==> config.mk <==
export PLATFORM = sky130hd
export DESIGN_NAME = uart_tx_arbiter
export DESIGN_NICKNAME = d
export VERILOG_FILES = /design/src/rtl/uart_tx_arbiter.sv
export SDC_FILE = /design/constraint.sdc
export NUM_CORES = 1
export LEC_CHECK = 0
export ABC_AREA = 1
export BUFFER_PORTS_ARGS = -buffer_cell sky130_fd_sc_hd__buf_2
export CAP_MARGIN = 20
export CORE_MARGIN = 2
export CORE_UTILIZATION = 34
export DETAILED_ROUTE_END_ITERATION = 10
export PLACE_DENSITY = 0.64
export SLEW_MARGIN = 20
export SYNTH_ARGS = -nofsm -noshare
export SYNTH_HDL_FRONTEND = slang
export SYNTH_SLANG_ARGS = --single-unit
==> constraint.sdc <==
create_clock -name clk -period 4.97 [get_ports clk]
set_clock_uncertainty 0.2 [all_clocks]
set_input_delay 0.994 -clock clk [delete_from_list [all_inputs] [get_ports clk]]
set_output_delay 0.994 -clock clk [all_outputs]
set_load 0.01 [all_outputs]
==> src/rtl/uart_tx_arbiter.sv <==
// uart_tx_arbiter
// Shares a single UART transmitter among N_REQ requesters. A round-robin pick
// in IDLE captures the winner's byte and parity settings, the transmitter is
// launched with a one-cycle tx_start, and the frame is followed via tx_busy
// until it finishes (done) or never starts (timeout).
module uart_tx_arbiter #(
    parameter int N_REQ        = 4,
    parameter int DATA_W       = 8,
    parameter int BUSY_TIMEOUT = 4
) (
    input  logic                     clk,
    input  logic                     rst_n,
    input  logic [N_REQ-1:0]         req,
    input  logic [N_REQ*DATA_W-1:0]  req_data,
    input  logic [N_REQ-1:0]         req_parity_en,
    input  logic [N_REQ-1:0]         req_even_parity,
    output logic [N_REQ-1:0]         grant,
    output logic [N_REQ-1:0]         done,
    output logic                     timeout,
    input  logic                     tx_busy,
    output logic                     tx_start,
    output logic [DATA_W-1:0]        data_in,
    output logic                     parity_en,
    output logic                     even_parity,
    output logic [$clog2(N_REQ)-1:0] owner
);

    localparam int OWN_W = $clog2(N_REQ);
    localparam int CNT_W = $clog2(BUSY_TIMEOUT);
    localparam logic [CNT_W-1:0] CNT_LAST = CNT_W'(BUSY_TIMEOUT - 1);

    typedef enum logic [1:0] {
        ST_IDLE      = 2'd0,
        ST_LAUNCH    = 2'd1,
        ST_WAIT_BUSY = 2'd2,
        ST_WAIT_DONE = 2'd3
    } state_t;

    // Index following i, wrapping at N_REQ (N_REQ need not be a power of two).
    function automatic logic [OWN_W-1:0] next_idx(input logic [OWN_W-1:0] i);
        logic [OWN_W-1:0] r;
        if (i == OWN_W'(N_REQ - 1)) begin
            r = '0;
        end else begin
            r = i + 1'b1;
        end
        return r;
    endfunction

    // One-hot vector with bit i set.
    function automatic logic [N_REQ-1:0] onehot(input logic [OWN_W-1:0] i);
        return N_REQ'(1) << i;
    endfunction

    // First requester found scanning ptr, ptr+1, ... with wrap.
    function automatic logic [OWN_W-1:0] rr_pick(input logic [N_REQ-1:0] r,
                                                  input logic [OWN_W-1:0] ptr);
        logic [OWN_W-1:0] idx;
        logic [OWN_W-1:0] sel;
        logic             found;
        idx   = ptr;
        sel   = ptr;
        found = 1'b0;
        for (int k = 0; k < N_REQ; k++) begin
            if (!found && r[idx]) begin
                sel   = idx;
                found = 1'b1;
            end
            idx = next_idx(idx);
        end
        return sel;
    endfunction

    // Byte lane of the selected requester.
    function automatic logic [DATA_W-1:0] pick_data(input logic [N_REQ*DATA_W-1:0] d,
                                                     input logic [OWN_W-1:0]        sel);
        logic [DATA_W-1:0] r;
        r = '0;
        for (int k = 0; k < N_REQ; k++) begin
            if (OWN_W'(k) == sel) begin
                r = d[k*DATA_W +: DATA_W];
            end
        end
        return r;
    endfunction

    state_t               state_q, state_d;
    logic [OWN_W-1:0]     rr_ptr_q, rr_ptr_d;
    logic [OWN_W-1:0]     owner_q, owner_d;
    logic [CNT_W-1:0]     cnt_q, cnt_d;
    logic [N_REQ-1:0]     grant_q, grant_d;
    logic [N_REQ-1:0]     done_q, done_d;
    logic                 timeout_q, timeout_d;
    logic                 tx_start_q, tx_start_d;
    logic [DATA_W-1:0]    data_q, data_d;
    logic                 parity_en_q, parity_en_d;
    logic                 even_parity_q, even_parity_d;

    logic [OWN_W-1:0]     pick;
    logic [DATA_W-1:0]    pick_byte;

    assign pick      = rr_pick(req, rr_ptr_q);
    assign pick_byte = pick_data(req_data, pick);

    // Next-state and next-output logic; every output is a registered pulse or level.
    always_comb begin
        state_d       = state_q;
        rr_ptr_d      = rr_ptr_q;
        owner_d       = owner_q;
        cnt_d         = cnt_q;
        data_d        = data_q;
        parity_en_d   = parity_en_q;
        even_parity_d = even_parity_q;
        grant_d       = '0;
        done_d        = '0;
        timeout_d     = 1'b0;
        tx_start_d    = 1'b0;

        case (state_q)
            ST_IDLE: begin
                // A frame still on the line (foreign or leftover) blocks new grants.
                if (!tx_busy && (req != '0)) begin
                    owner_d       = pick;
                    data_d        = pick_byte;
                    parity_en_d   = req_parity_en[pick];
                    even_parity_d = req_even_parity[pick];
                    grant_d       = onehot(pick);
                    state_d       = ST_LAUNCH;
                end
            end

            ST_LAUNCH: begin
                tx_start_d = 1'b1;
                cnt_d      = '0;
                state_d    = ST_WAIT_BUSY;
            end

            ST_WAIT_BUSY: begin
                if (tx_busy) begin
                    state_d = ST_WAIT_DONE;
                end else if (cnt_q == CNT_LAST) begin
                    // Transmitter never acknowledged: give up and move priority on.
                    timeout_d = 1'b1;
                    rr_ptr_d  = next_idx(owner_q);
                    state_d   = ST_IDLE;
                end else begin
                    cnt_d = cnt_q + 1'b1;
                end
            end

            ST_WAIT_DONE: begin
                if (!tx_busy) begin
                    done_d   = onehot(owner_q);
                    rr_ptr_d = next_idx(owner_q);
                    state_d  = ST_IDLE;
                end
            end

            default: begin
                state_d = ST_IDLE;
            end
        endcase
    end

    // State and output registers; reset abandons any frame without reporting it.
    always_ff @(posedge clk or negedge rst_n) begin
        if (!rst_n) begin
            state_q       <= ST_IDLE;
            rr_ptr_q      <= '0;
            owner_q       <= '0;
            cnt_q         <= '0;
            grant_q       <= '0;
            done_q        <= '0;
            timeout_q     <= 1'b0;
            tx_start_q    <= 1'b0;
            data_q        <= '0;
            parity_en_q   <= 1'b0;
            even_parity_q <= 1'b0;
        end else begin
            state_q       <= state_d;
            rr_ptr_q      <= rr_ptr_d;
            owner_q       <= owner_d;
            cnt_q         <= cnt_d;
            grant_q       <= grant_d;
            done_q        <= done_d;
            timeout_q     <= timeout_d;
            tx_start_q    <= tx_start_d;
            data_q        <= data_d;
            parity_en_q   <= parity_en_d;
            even_parity_q <= even_parity_d;
        end
    end

    assign grant       = grant_q;
    assign done        = done_q;
    assign timeout     = timeout_q;
    assign tx_start    = tx_start_q;
    assign data_in     = data_q;
    assign parity_en   = parity_en_q;
    assign even_parity = even_parity_q;
    assign owner       = owner_q;

endmodule

# --- Word level (Yosys, flattened, before mapping) ---
# Cells that the tools add are included.
word_totals:
  regBits: 28
  output_inout_bits: 22
classes:
  addsub: 5
  order_cmp: 5
  eq_ne: 17
  shifts: 2
  n_mux: 46
  n_reduce_logical: 17
op_table:
  columns: ["operator", "count"]
  rows:
  - ["$mux 2", 16]
  - ["$mux 8", 4]
  - ["$mux 4", 4]
  - ["$lt 2x3->1 const B", 5]
  - ["$eq 2x2->1 const B", 7]
  - ["$mux 1", 13]
  - ["$bmux 1 s2", 6]
  - ["$add 2x1->2 const B", 5]
  - ["$ne 2x2->1 const B", 5]
  - ["$pmux 2 s2", 2]
  - ["$pmux 2 s4", 1]
  - ["$shl 1x2->4 const A", 2]
  - ["$reduce_and 3->1", 2]
  - ["$eq 2x2->1 const A", 2]
  - ["$logic_and 1x1->1", 4]
  - ["$logic_not 1->1", 4]
  - ["$logic_not 2->1", 2]
  - ["$reduce_and 4->1", 1]
  - ["$reduce_bool 2->1", 2]
  - ["$reduce_bool 4->1", 1]
  - ["$ne 3x3->1 const B", 1]
  - ["$eq 1x2->1 const A", 1]
  - ["$eq 2x1->1 const B", 1]
  - ["$reduce_and 2->1", 1]

# --- Logic depth before layout (Yosys ltp) ---
# Gate-level depths: netlist of run 1.
logic_depth:
  depth_word: 17
  ltp_mapped: 20
  depth_no_buf: 19

# --- Least setup slack after synthesis of run 1 ---
# OpenSTA, ideal clock, no wires.
synth_path:
  path_kind: "input -> register"
  start: "input port req[3]"
  end: "register even_parity_q, in the netlist even_parity"
  arrival_ps: 2135
  setup_slack_ps: 2518
  stages: 17
  path_buffers: 1
  cell_sequence: "nand2_1 > nand3_2 > nand2_2 > nand2_2 > nor2_4 > nand2_4 > nand2_2 > nand2_2 > nand2_4 > inv_2 > buf_6 > nand2_1 > nand2_1 > nand2_1 > nand2_1 > nand2_1 > nand2_1"
synth_between:
  elab_chain_len: 14
  elab_cells_between_ends: 25
  cone_classes: "16 x mux; 9 x reduce/logical"
synth_rtl:
  columns: ["element", "line", "source"]
  rows:
  - ["start: declaration", "13", "input logic [N_REQ-1:0] req,"]
  - ["$bmux 1 s2", "65", "if (!found && r[idx]) begin"]
  - ["$mux 1 (not written as such)", "65", null]
  - ["$mux 1", "65", null]
  - ["$logic_not 1->1", "65", null]
  - ["$logic_and 1x1->1", "65", null]
  - ["$mux 1", "65", null]
  - ["$logic_not 1->1", "65", null]
  - ["$logic_and 1x1->1", "65", null]
  - ["$mux 1", "65", null]
  - ["$logic_not 1->1", "65", null]
  - ["$logic_and 1x1->1", "65", null]
  - ["$mux 2", "65", null]
  - ["$bmux 1 s2", "126", "even_parity_d = req_even_parity[pick];"]
  - ["$mux 1 (not written as such)", "126", null]
  - ["end signal: assignment", "190", "even_parity_q <= even_parity_d;"]
  - ["end: declaration", "97", "logic even_parity_q, even_parity_d;"]
# Several ways; a longest one is shown, not always the timed one. The select of a mux whose other input is x is not followed.
# A chain may end at the register's enable or synchronous reset.

# --- Worst setup path in the final report of run 1 ---
layout_path:
  start: "register rr_ptr_q[0]"
  end: "register data_q[7], in the netlist data_in[7]"
layout_between:
  elab_chain_len: 17
  elab_cells_between_ends: 37
  cone_classes: "3 x add/sub; 6 x eq/ne; 21 x mux; 7 x reduce/logical"
layout_rtl:
  columns: ["element", "line", "source"]
  rows:
  - ["start: declaration", "88", "logic [OWN_W-1:0] rr_ptr_q, rr_ptr_d;"]
  - ["start signal: assignment", "181", "rr_ptr_q <= rr_ptr_d;"]
  - ["branches (longest 11 deep; another with $add 2x1->2)", null, null]
  - ["$mux 2 (*)", "65", null]
  - ["$logic_not 2->1", "80", "if (OWN_W'(k) == sel) begin"]
  - ["$mux 8 (3 in series)", "80", null]
  - ["$mux 8 (*)", "80", null]
  - ["end signal: assignment", "188", "data_q <= data_d;"]
  - ["end: declaration", "95", "logic [DATA_W-1:0] data_q, data_d;"]
# Every way passes the cells marked *. The select of a mux whose other input is x is not followed.

==> results of run 1 <==
## worst register-to-register path, cell delays in order, from the launching register on
cell     delay (ns)
dfrtp_1        0.64
ha_1           0.40
inv_2          0.16
nand3_1        0.10
nand2_1        0.08
nand2_2        0.09
nor2_4         0.13
nand2_4        0.07
nand3_2        0.10
nand2_4        0.16
inv_2          0.20
nand2_1        0.16
nor2_1         0.13
nor2_1         0.05
nand2_1        0.06
nand2_1        0.04
## metal layers
layer	vias up	track usage (%)	routed length (um)
met5	-	0	0
met4	0	3.276	16
met3	2	2.376	278
met2	56	25.13	2166
met1	847	20.28	2154
li1	985	-	-
## final cells by class
type / count / area (um2)
clock buffer: 3 / 41.29
tap: 72 / 90.09
timing repair buffer: 69 / 347.8
clock inverter: 1 / 30.03
inverter: 32 / 127.6
sequential: 28 / 700.7
fill: 564 / 3113
multi-input combinational: 205 / 1056
## worst paths after layout
| check | cells past startpoint | endpoint | slack (ns) |
|---|---|---|---|
| max | 15 | data_in[7] | 2.10 |
| min | 2 | data_in[7] | 0.28 |
| max reg2reg | 15 | data_in[7] | 2.10 |
| min reg2reg | 2 | data_in[7] | 0.28 |
| max in group asynchronous | 1 | grant[0] | 3.63 |
| min in group asynchronous | 1 | done[2] | 0.53 |
## power by group
group	switching, W	internal, W	total, W
registers	0.0000649	0.000317	0.000381
clock network	0.0000727	0.000108	0.000180
logic	0.000820	0.000427	0.00125
## stage by stage
stage / utilization (%) / std cells / setup slack, ns
2_1_floorplan: - / 272 / 2.518
3_3_place_gp: 42.17 / 406 / 2.086
3_5_place_dp: 42.17 / 406 / 2.028
4_1_cts: 43.47 / 410 / 2.086
5_1_grt: 43.47 / 410 / 1.812
6_report: 43.47 / 410 / 2.102
## logic make-up after synthesis
group,after synthesis
buf+inv,39
flops,28
fa+ha+maj,6
simple gates,184
compound gates,15
## cells in the mapped netlist, types with 5 or more instances
cell     count
nand2_1     84
nand3_1     31
dfrtp_1     28
nor2_1      28
inv_1       24
nand2_2     11
o21ai_0      8
ha_1         6
inv_2        6
nand2_4      5
nor2_2       5
or2_2        5
## sequential cells by signal, summed over array words and instances, names as in the netlist
signal / flops
grant: 4
timeout: 1
data_in: 8
tx_start: 1
done: 4
cnt_q: 2
parity_en: 1
rr_ptr_q: 2
owner: 2
state_q: 2
even_parity: 1
## cell usage in the layout, fill, tap and decap left out
cell type and count:
nand2_2 11, inv_8 1, nand2_1 84, nor2_1 28, a41oi_1 1, nand3b_1 2
nand4_1 2, nor2_4 3, buf_2 68, inv_2 6, clkbuf_8 3, nand3_2 4
a211oi_1 1, clkinv_1 1, nor2_2 5, inv_1 24, or2_2 5, ha_1 6
dfrtp_1 28, a31oi_1 1, nand2_4 5, bufinv_16 1, a21oi_1 2, nand3_1 31
nor3_1 4, o21a_1 1, o21ai_0 8, buf_4 1, a21oi_4 1
==> summary.md, run 1 <==
| Metric | Value |
|---|---|
| Largest net degree at the start of global routing | `29` |
| Ys flop type | `dfrtp_1` |
| Post-Synthesis Cell Area | `1948 um2` |
| Critical Path, Cell by Cell | `ha_1, inv_2, nand3_1, nand2_1, nand2_2, nor2_4, nand2_4, nand3_2, nand2_4, inv_2, nand2_1, nor2_1, nor2_1, nand2_1, nand2_1` |
| Antenna Nets Post-Route | `0` |
| Seq/Total Area, Yosys | `35.97%` |
| Via Count | `1890` |
| Max-slew violations | `0` |
| Num CTS Buffers | `3` |
| Endpoints failing setup | `0` |
| Worst setup SP type | `register` |
| Critical Path RT | `4.95 ns` |
| Floorplan core area | `5507 um2` |
| Hold crit path type | `reg -> reg` |
| Leak | `1.341 nW` |
| Vias in the first global route | `1782` |
| Cell count after synthesis | `272` |
| Top delay family on crit path | `simple AND/OR/NAND/NOR gates` |
| Resized Gates After CTS | `0` |
| Worst hold slack | `0.2826 ns` |
| Max Cap Viol | `0` |
| CTS Sinks | `28` |
| Initial Util | `35.38%` |
| Async S/R FF share, synth | `100.0%` |
| XOR/XNOR Fraction of Synth Area | `0%` |
| Critical path startpoint | `rr_ptr_q[0]` |
| Die height | `79.70 um` |
| Routed length per instance | `11.25 um` |
| Final Cell Area | `2394 um2` |
| Final hold violations | `0` |
| Yosys top cell area share | `35.97%` |
| DR pass1 iterations | `4` |
| Data arrival, critical path | `2.84 ns` |
| Total Neg Setup Slack | `0 ns` |
| Avg Cell Area, Syn | `7.162 um2` |
| Synth Area in Compound Gates | `4.945%` |
| Buf+Inv Stages, Crit Path | `2` |
| DRT Wirelength | `4.614 mm` |
| HP Start | `data_in[7]` |
| Port Buffer Count | `68` |
| Crit path kind | `reg -> reg` |
| RSZ-0062 raised after global routing | `no` |
| Total grt overflow | `0` |
| Synth cell types | `28` |
| Post-synth EDFFs | `0` |
| Fmax | `348.7 MHz` |
| Antenna diodes | `0` |
| Die area | `6351 um2` |
| First-pass GRT wire length | `7.728 mm` |
| #FFs+latches synth | `28` |
| Min cycle time layout | `2.868 ns` |
| CTS clock-pin slew for the worst setup and hold paths | `0.10 ns` |
| Slowest stage cell on the critical path | `dfrtp_1` |
| Tightest Pin Transition | `0.6270 ns` |
| Adder-cell share of the synthesized area | `3.854%` |
| Setup Fix Bufs, Post-CTS | `0` |
| Later-pin clock latency in the skew report | `0.27 ns` |
| Maximum vdd ir drop | `0.0003764 V` |
| Worst slew margin | `58.20%` |
| DP Wirelength | `3.662 mm` |
| CTS tree | `yes` |
| Initial DRC count | `86` |
| GR Util All Layers | `14.97%` |
| Yosys top cell by area | `dfrtp_1` |
| H-tree depth | `1` |
| Share of layout cells above drive strength 1 | `33.73%` |
| RePlAce Congestion | `0.9080` |
| Simple-Gate Fraction of Synth Area | `45.41%` |
| Worst Path Max Fanout | `23` |
| Vias per cell | `4.610` |
| Most area-consuming cells after synthesis | `dfrtp_1 36%, nand2_1 16%, nand3_1 8.0%` |
| Root Buffer | `clkbuf_8` |
| Crit end category | `register` |
| Status | `completed` |
| Yosys Warn Count | `0` |
| Mapped Nets | `325` |
| Rows | `27` |
| Max incr delay on CP | `0.64 ns` |
| Die width | `79.70 um` |
| Area delta synth->final | `22.86%` |
| Area post-placement | `2322 um2` |
| Crit Reg-Reg Startpoint | `rr_ptr_q[0]` |
| Largest family of logic cells by synthesized area | `simple AND/OR/NAND/NOR gates` |
| Initial antenna violation count | `0` |
| Final period util | `57.71%` |
| Mux cell area share after synthesis | `0%` |
| CTS Buffer Depth | `2` |
| Io pins | `69` |
| P per Cell Area | `755.3 nW/um2` |
| Remaining DRCs | `0` |
| CP most frequent cell | `nand2_1` |
| Total Power | `0.001808 W` |
| # hold bufs at CTS | `0` |
| Post-layout nets | `392` |
Note: power is estimated with default switching activity, not from simulation.
==> run 2: changes to the inputs <==
--- a/config.mk
+++ b/config.mk
@@ -5,13 +5,13 @@
 export SDC_FILE = /design/constraint.sdc
 export NUM_CORES = 1
 export LEC_CHECK = 0
-export ABC_AREA = 1
+export ABC_AREA = 0
 export BUFFER_PORTS_ARGS = -buffer_cell sky130_fd_sc_hd__buf_2
 export CAP_MARGIN = 20
 export CORE_MARGIN = 2
 export CORE_UTILIZATION = 34
 export DETAILED_ROUTE_END_ITERATION = 10
-export PLACE_DENSITY = 0.64
+export PLACE_DENSITY = 0.65
 export SLEW_MARGIN = 20
 export SYNTH_ARGS = -nofsm -noshare
 export SYNTH_HDL_FRONTEND = slang
==> constraint.sdc (replaced) <==
create_clock -name clk -period 2.9 [get_ports clk]
set_clock_uncertainty 0.2 [all_clocks]
set_input_delay 0.58 -clock clk [delete_from_list [all_inputs] [get_ports clk]]
set_output_delay 0.58 -clock clk [all_outputs]
set_load 0.01 [all_outputs]
==> run 2 against run 1 <==
Against the previous run:
- sequential cell count stayed put
- combinational power is 9% higher
- area after synthesis is 11% lower
- routed wire length is 10% lower
- core utilization is 1.6 points higher
- final area is 5.8% lower
- total power is 28% higher
- hold slack worse by 0.19 ns
==> summary.md, run 2 <==
| Metric | Value |
|---|---|
| Largest register FFs | `8 (unchanged)` |
| Resized Gates After CTS | `0 (unchanged)` |
| Critical Path RT | `2.85 ns (-2.10 ns)` |
| Vias per cell | `5.245 (+14%)` |
| Seq. cell area | `700.7 um2 (unchanged)` |
| Synth cell count leaders | `28 x dfrtp_1, 15 x inv_1, 13 x nand2_1` |
| Yosys top cell by area | `dfrtp_1` |
| Fmax | `357.1 MHz (+2.4%)` |
| Later-pin clock latency in the skew report | `0.28 ns (about the same)` |
| Async S/R FF share, synth | `100.0% (unchanged)` |
| Yosys Warn Count | `0 (unchanged)` |
| CTS Buffer Depth | `2 (unchanged)` |
| R2r setup slk | `0.1 ns (-2.00 ns)` |
| Floorplan core area | `5010 um2 (-9.0%)` |
| Area delta synth->final | `29.90%` |
| First-pass GRT wire length | `6.672 mm (-14%)` |
| Largest net degree at the start of global routing | `29 (unchanged)` |
| Antenna diodes | `0 (unchanged)` |
| CTS clock-pin slew for the worst setup and hold paths | `0.10 ns (about the same)` |
| Post-synth EDFFs | `0 (unchanged)` |
| Fill cell count | `501 (-11%)` |
| P per Cell Area | `1025 nW/um2 (+36%)` |
| Yosys top cell area share | `40.35% (+4.4 points)` |
| Int Power | `0.001341 W (+58%)` |
| GR Util All Layers | `14.80% (-0.18 points)` |
| Leak | `1.125 nW (-16%)` |
| Tightest Pin Transition | `0.6555 ns (+0.02844 ns)` |
| Util after Layout | `45.03% (+1.6 points)` |
| Critical Path, Cell by Cell | `ha_1, buf_4, nand3b_1, o32a_1, a2111o_1, o41a_2, and3_4, a32oi_1, o221ai_1` |
| Num CTS Buffers | `3 (unchanged)` |
| Rows | `26 (-3.7%)` |
| Worst Path Max Fanout | `10 (-57%)` |
| Data arrival, critical path | `2.76 ns (-0.08 ns)` |
| Initial DRC count | `33 (-62%)` |
| Slowest stage cell on the critical path | `a2111o_1` |
| Share of layout cells above drive strength 1 | `38.93% (+5.2 points)` |
| Logic pwr share | `58.7% (-10 points)` |
| Maximum vdd ir drop | `0.0006939 V (+84%)` |
| Routed length per instance | `13.16 um (+17%)` |
| Max Cap Viol | `0 (unchanged)` |
| Max-slew violations | `0 (unchanged)` |
| Status | `completed` |
| Final hold violations | `0 (unchanged)` |
| H-tree depth | `1 (unchanged)` |
| Antenna Nets Post-Route | `0 (unchanged)` |
| Die height | `75.47 um (-5.3%)` |
| Setup Fix Bufs, Post-CTS | `0 (unchanged)` |
| CTS tree | `yes` |
| Total grt overflow | `0 (unchanged)` |
| Commonest non-fill, non-tap cells in the layout | `68 x buf_2, 28 x dfrtp_1, 15 x inv_1, 13 x nand2_1` |
| Max incr delay on CP | `0.41 ns (-0.23 ns)` |
| Worst slew margin | `55.90% (-2.3 points)` |
| Remaining DRCs | `0 (unchanged)` |
| Hold crit path type | `in -> async` |
| Clock power frac | `13.2% (+3.2 points)` |
| Cell count after synthesis | `180 (-34%)` |
| Min cycle time layout | `2.800 ns (-0.06781 ns)` |
| Total Neg Setup Slack | `0 ns (unchanged)` |
| Mapped Nets | `233 (-28%)` |
| Post-layout nets | `298 (-24%)` |
| #FFs+latches synth | `28 (unchanged)` |
| Switching power | `0.0009711 W (+1.5%)` |
| DR pass1 iterations | `4 (unchanged)` |
| Sequential Power Share | `28.1% (+7.0 points)` |
| Crit path kind | `reg -> reg` |
| DRT Wirelength | `4.132 mm (-10%)` |
| Die width | `75.47 um (-5.3%)` |
| Io pins | `69 (unchanged)` |
| Port Buffer Count | `68 (unchanged)` |
| Vias in the first global route | `1532 (-14%)` |
| DP Wirelength | `2.980 mm (-19%)` |
| Synth cell types | `48 (+71%)` |
| Initial antenna violation count | `0 (unchanged)` |
| Worst setup SP type | `register` |
| Root Buffer | `clkbuf_8` |
| Final period util | `96.57% (+39 points)` |
| Ys flop type | `dfrtp_1` |
| RSZ-0062 raised after global routing | `yes` |
| RePlAce Congestion | `0.8296 (-8.6%)` |
| Sw Ratio | `41.99% (-11 points)` |
| Commonest non-fill, non-tap cell in the layout | `buf_2` |
| Initial Util | `34.67% (-0.71 points)` |
| Seq/Total Area, Yosys | `40.35% (+4.4 points)` |
| Multi-input gate area | `934.6 um2 (-11%)` |
| Post-Synthesis Cell Area | `1737 um2 (-11%)` |
| Endpoints failing setup | `0 (unchanged)` |
| Most area-consuming cells after synthesis | `dfrtp_1 40%, o221ai_1 5.0%, a32oi_1 4.5%` |
| Via Count | `1647 (-13%)` |
| Die area | `5696 um2 (-10%)` |
| Count leader, synth | `dfrtp_1` |
| CTS Sinks | `28 (unchanged)` |
| Total Power | `0.002313 W (+28%)` |
| # hold bufs at CTS | `0 (unchanged)` |
| Avg Cell Area, Syn | `9.648 um2 (+35%)` |
| Worst hold slack | `0.09709 ns (-0.1855 ns)` |
| Crit end category | `register` |
-- run 2: changes by cell type in the layout (fill, tap and decap cells not counted), moves of 6 or more --
cell	delta
nor2_1	-18
nand3_1	-31
inv_1	-9
a32oi_1	+9
a22oi_1	+6
nand2_2	-10
nand2_1	-71
inv_2	-6
o221ai_1	+10
mux2i_1	+6
-- run 2: cell families (layout without fill, tap and decap cells) --
family | after synthesis | in the layout | share of synthesized area (%)
AOI/OAI and AO/OA | 58 | 58 | 25.65
and+or+nand+nor | 47 | 48 | 14.48
buffers and inverters | 31 | 94 | 7.996
DFF | 28 | 28 | 40.35
muxes | 9 | 9 | 6.700
adders and majority gates | 6 | 6 | 4.323
xor gates and xnor gates | 1 | 1 | 0.5044
-- run 2: routing by layer --
layer / part of all wire (%) / vias to the layer above / global-route usage (%)
met5: 0 / - / 0
met4: 0.73 / 0 / 3.509
met3: 6.0 / 5 / 3.439
met2: 47 / 53 / 24.73
met1: 46 / 789 / 19.52
li1: - / 800 / -
-- run 2: final timing paths --
path | cells after the start | start | endpoint
max in group asynchronous | 1 | rst_n | grant[0]
min reg2reg | 2 | data_in[6] | data_in[6]
max | 9 | rr_ptr_q[0] | data_in[2]
max reg2reg | 9 | rr_ptr_q[0] | data_in[2]
min | 1 | rst_n | grant[1]
min in group clk | 2 | data_in[6] | data_in[6]
-- run 2: worst max-delay path, delay by kind of cell, from the launching register on --
family	cells	cell delay (ns)
AO/OA/AOI/OAI	5	1.12
adder cells (fa/ha/maj)	1	0.35
buffers and inverters	1	0.19
flip-flops	1	0.40
AND/OR/NAND/NOR	2	0.43
-- run 2: stage by stage --
stage	std cells	instance area [um2]	setup WS [ns]
finish	314	2256	0.09961
global route	314	2256	-0.005255
CTS	313	2222	0.08887
detailed placement	309	2151	0.08306
global placement	309	2151	0.1647
floorplan	180	1737	0.08089
-- run 2: layout make-up --
| cell class | instances | area share, % |
|---|---|---|
| clock buffer | 3 | 1.830 |
| clock inverter | 1 | 1.331 |
| inverter | 15 | 2.496 |
| multi-input combinational | 122 | 41.43 |
| sequential | 28 | 31.06 |
| tap | 70 | 3.882 |
| timing repair buffer | 75 | 17.97 |
-- run 2: power groups by stage --
| stage | Sequential [W] | Clock (W) | Combinational [W] |
|---|---|---|---|
| 6_report | 0.000649 | 0.000306 | 0.00136 |
| 5_1_grt | 0.000672 | 0.000326 | 0.00149 |
| 3_5_place_dp | 0.000653 | 0 | 0.00131 |
| 3_3_place_gp | 0.000654 | 0 | 0.00130 |
| 2_1_floorplan | 0.000661 | 0 | 0.000903 |
| 4_1_cts | 0.000649 | 0.000314 | 0.00131 |
==> run 3: changes to the inputs <==
--- a/config.mk
+++ b/config.mk
@@ -9,9 +9,10 @@
 export BUFFER_PORTS_ARGS = -buffer_cell sky130_fd_sc_hd__buf_2
 export CAP_MARGIN = 20
 export CORE_MARGIN = 2
-export CORE_UTILIZATION = 34
+export CORE_UTILIZATION = 25
 export DETAILED_ROUTE_END_ITERATION = 10
-export PLACE_DENSITY = 0.65
+export HOLD_SLACK_MARGIN = 0.05
+export PLACE_DENSITY = 0.53
 export SLEW_MARGIN = 20
 export SYNTH_ARGS = -nofsm -noshare
 export SYNTH_HDL_FRONTEND = slang
==> run 3 against run 2 <==
Against the previous run:
- global-route usage shrank 2.8 points
- sequential cell count is the same
- non-clock buffer count is the same
- core utilization shrank 11 points
- via count shrank 2.9%
- total power grew 4.1%
- critical path type unchanged
- largest cell class unchanged
- largest power group unchanged
==> summary.md, run 3 (synthesis results as in run 2) <==
| Metric | Value |
|---|---|
| Top Layer Used | `met4` |
| Commonest non-fill, non-tap cells in the layout | `68 x buf_2, 28 x dfrtp_1, 15 x inv_1, 13 x nand2_1` |
| CTS clock-pin slew for the worst setup and hold paths | `0.10 ns (about the same)` |
| Num CTS Buffers | `3 (unchanged)` |
| Max Cap Viol | `0 (unchanged)` |
| Slowest stage cell on the critical path | `dfrtp_1` |
| Worst setup SP type | `register` |
| Die width | `87.35 um (+16%)` |
| Largest net degree at the start of global routing | `29 (unchanged)` |
| M1 WL | `2.307 mm (+22%)` |
| Area delta synth->final | `32.64%` |
| Hold crit path type | `in -> async` |
| P per Cell Area | `1045 nW/um2 (+1.9%)` |
| Die area | `7629 um2 (+34%)` |
| Initial DRC count | `87 (+160%)` |
| R2r setup slk | `0.16 ns (+0.07 ns)` |
| Remaining DRCs | `0 (unchanged)` |
| Leak | `1.135 nW (+0.96%)` |
| DRT Wirelength | `4.740 mm (+15%)` |
| Total Neg Setup Slack | `0 ns (unchanged)` |
| Initial Util | `25.70% (-9.0 points)` |
| Status | `completed` |
| GR Util All Layers | `11.99% (-2.8 points)` |
| Commonest non-fill, non-tap cell in the layout | `buf_2` |
| Fill cell count | `725 (+45%)` |
| CTS tree | `yes` |
| Critical R2R Capture | `data_in[2]` |
| Root Buffer | `clkbuf_8` |
| DR pass1 iterations | `4 (unchanged)` |
| Rows | `30 (+15%)` |
| Buf+Inv Stages, Crit Path | `1 (unchanged)` |
| H-tree depth | `1 (unchanged)` |
| Antenna Nets Post-Route | `0 (unchanged)` |
| Tightest Pin Transition | `0.8002 ns (+0.1447 ns)` |
| Final period util | `94.32% (-2.2 points)` |
| Final hold violations | `0 (unchanged)` |
| Max incr delay on CP | `0.42 ns (about the same)` |
| Later-pin clock latency in the skew report | `0.28 ns (about the same)` |
| Util after Layout | `34.09% (-11 points)` |
| Initial antenna violation count | `0 (unchanged)` |
| Worst Path Max Fanout | `10 (unchanged)` |
| Vias per cell | `4.923 (-6.1%)` |
| Floorplan core area | `6756 um2 (+35%)` |
| First-pass GRT wire length | `7.362 mm (+10%)` |
| Vias in the first global route | `1498 (-2.2%)` |
| Crit end category | `register` |
| RePlAce Congestion | `0.8301 (about the same)` |
| Top delay family on crit path | `compound AO/OA/AOI/OAI gates` |
| Io pins | `69 (unchanged)` |
| Routed length per instance | `14.58 um (+11%)` |
| Total grt overflow | `0 (unchanged)` |
| Die height | `87.35 um (+16%)` |
| RSZ-0062 raised after global routing | `no` |
| Worst slew margin | `46.16% (-9.7 points)` |
| Crit Reg-Reg Startpoint | `rr_ptr_q[0]` |
| DR WL met3 | `197 um (-21%)` |
| Maximum vdd ir drop | `0.0002890 V (-58%)` |
| Crit path kind | `reg -> reg` |
| Antenna diodes | `0 (unchanged)` |
| DP Wirelength | `3.298 mm (+11%)` |
| Critical Path, Cell by Cell | `ha_4, buf_4, nand3b_1, o32a_1, a2111o_1, o41a_2, and3_4, a22oi_1, o221ai_1` |
| Data arrival, critical path | `2.69 ns (-0.07 ns)` |
| Via Count | `1600 (-2.9%)` |
| Post-layout nets | `299 (+0.34%)` |
| Critical Path RT | `2.86 ns (about the same)` |
| Largest register FFs | `8 (unchanged)` |
| CTS Buffer Depth | `2 (unchanged)` |
| Max-slew violations | `0 (unchanged)` |
| Wire length on met2 | `2.205 mm (+13%)` |
| Fmax | `365.6 MHz (+2.4%)` |
| Worst r2r path cells | `9 (unchanged)` |
| Min cycle time layout | `2.735 ns (-0.06515 ns)` |
| Port Buffer Count | `68 (unchanged)` |
| CTS Sinks | `28 (unchanged)` |
| Endpoints failing setup | `0 (unchanged)` |
| Share of layout cells above drive strength 1 | `39.18% (+0.25 points)` |
-- run 3: changes by cell type in the layout (fill, tap and decap cells not counted), sizes merged --
cell  change
and3      +1
-- run 3: worst reg2reg max path: stages, from the launching register on --
cell and delay [ns]:
dfrtp_1 0.42, ha_4 0.26, buf_4 0.16, nand3b_1 0.18, o32a_1 0.20, a2111o_1 0.41
o41a_2 0.17, and3_4 0.24, a22oi_1 0.23, o221ai_1 0.15
-- run 3: worst max-delay path by stage --
stage	from	cells past startpoint	endpoint	slack, ns
6_report	rr_ptr_q[0]	9	data_in[2]	0.16
5_1_grt	rr_ptr_q[0]	9	data_in[2]	0.05
4_1_cts	rr_ptr_q[0]	8	data_in[2]	0.06
3_5_place_dp	rr_ptr_q[0]	8	data_in[2]	0.08
3_3_place_gp	rr_ptr_q[0]	8	data_in[2]	0.12
2_1_floorplan	rr_ptr_q[0]	11	data_in[0]	0.08
-- run 3: cell type report --
class | instances | area [um2] | share of cell area (%)
multi-input cells | 123 | 965.9 | 41.93
flip-flops and latches | 28 | 700.7 | 30.42
repair buffers | 75 | 409.1 | 17.76
well taps | 80 | 100.1 | 4.345
inverters | 15 | 56.30 | 2.444
clock buffers | 3 | 41.29 | 1.793
clock inverters | 1 | 30.03 | 1.304
-- run 3: what timing repair did --
action | 4_1_cts | 5_1_grt
resized for setup | 0 | 9
hold endpoints to repair | 0 | 0
setup buffers | 0 | 0
endpoints found under the setup margin | 0 | 8
hold buffers | 0 | 0
-- run 3: per-stage QoR --
stage,setup WS (ns),hold WS (ns),cell area (um2),total power (W),std cells
6_report,0.1648,0.1245,2303,0.002407,325
5_1_grt,0.05209,0.1597,2303,0.002606,325
4_1_cts,0.06076,0.1291,2235,0.002322,323
3_5_place_dp,0.08408,0.2683,2163,0.002000,319
3_3_place_gp,0.1248,0.2847,2163,0.001993,319
2_1_floorplan,0.08089,0.08441,1737,0.001565,180
-- run 3: per-layer routing --
metal | vias up | track usage [%]
li1 | 802 | -
met1 | 756 | 17.28
met2 | 40 | 18.87
met3 | 2 | 2.275
met4 | 0 | 2.098
met5 | - | 0
-- run 3: report_power, final --
group	leakage [nW]	switching, W	internal [W]	total (W)
Sequential	0.361	0.000123	0.000532	0.000655
Combinational	0.738	0.000781	0.000659	0.00144
Clock	0.0357	0.000127	0.000185	0.000312
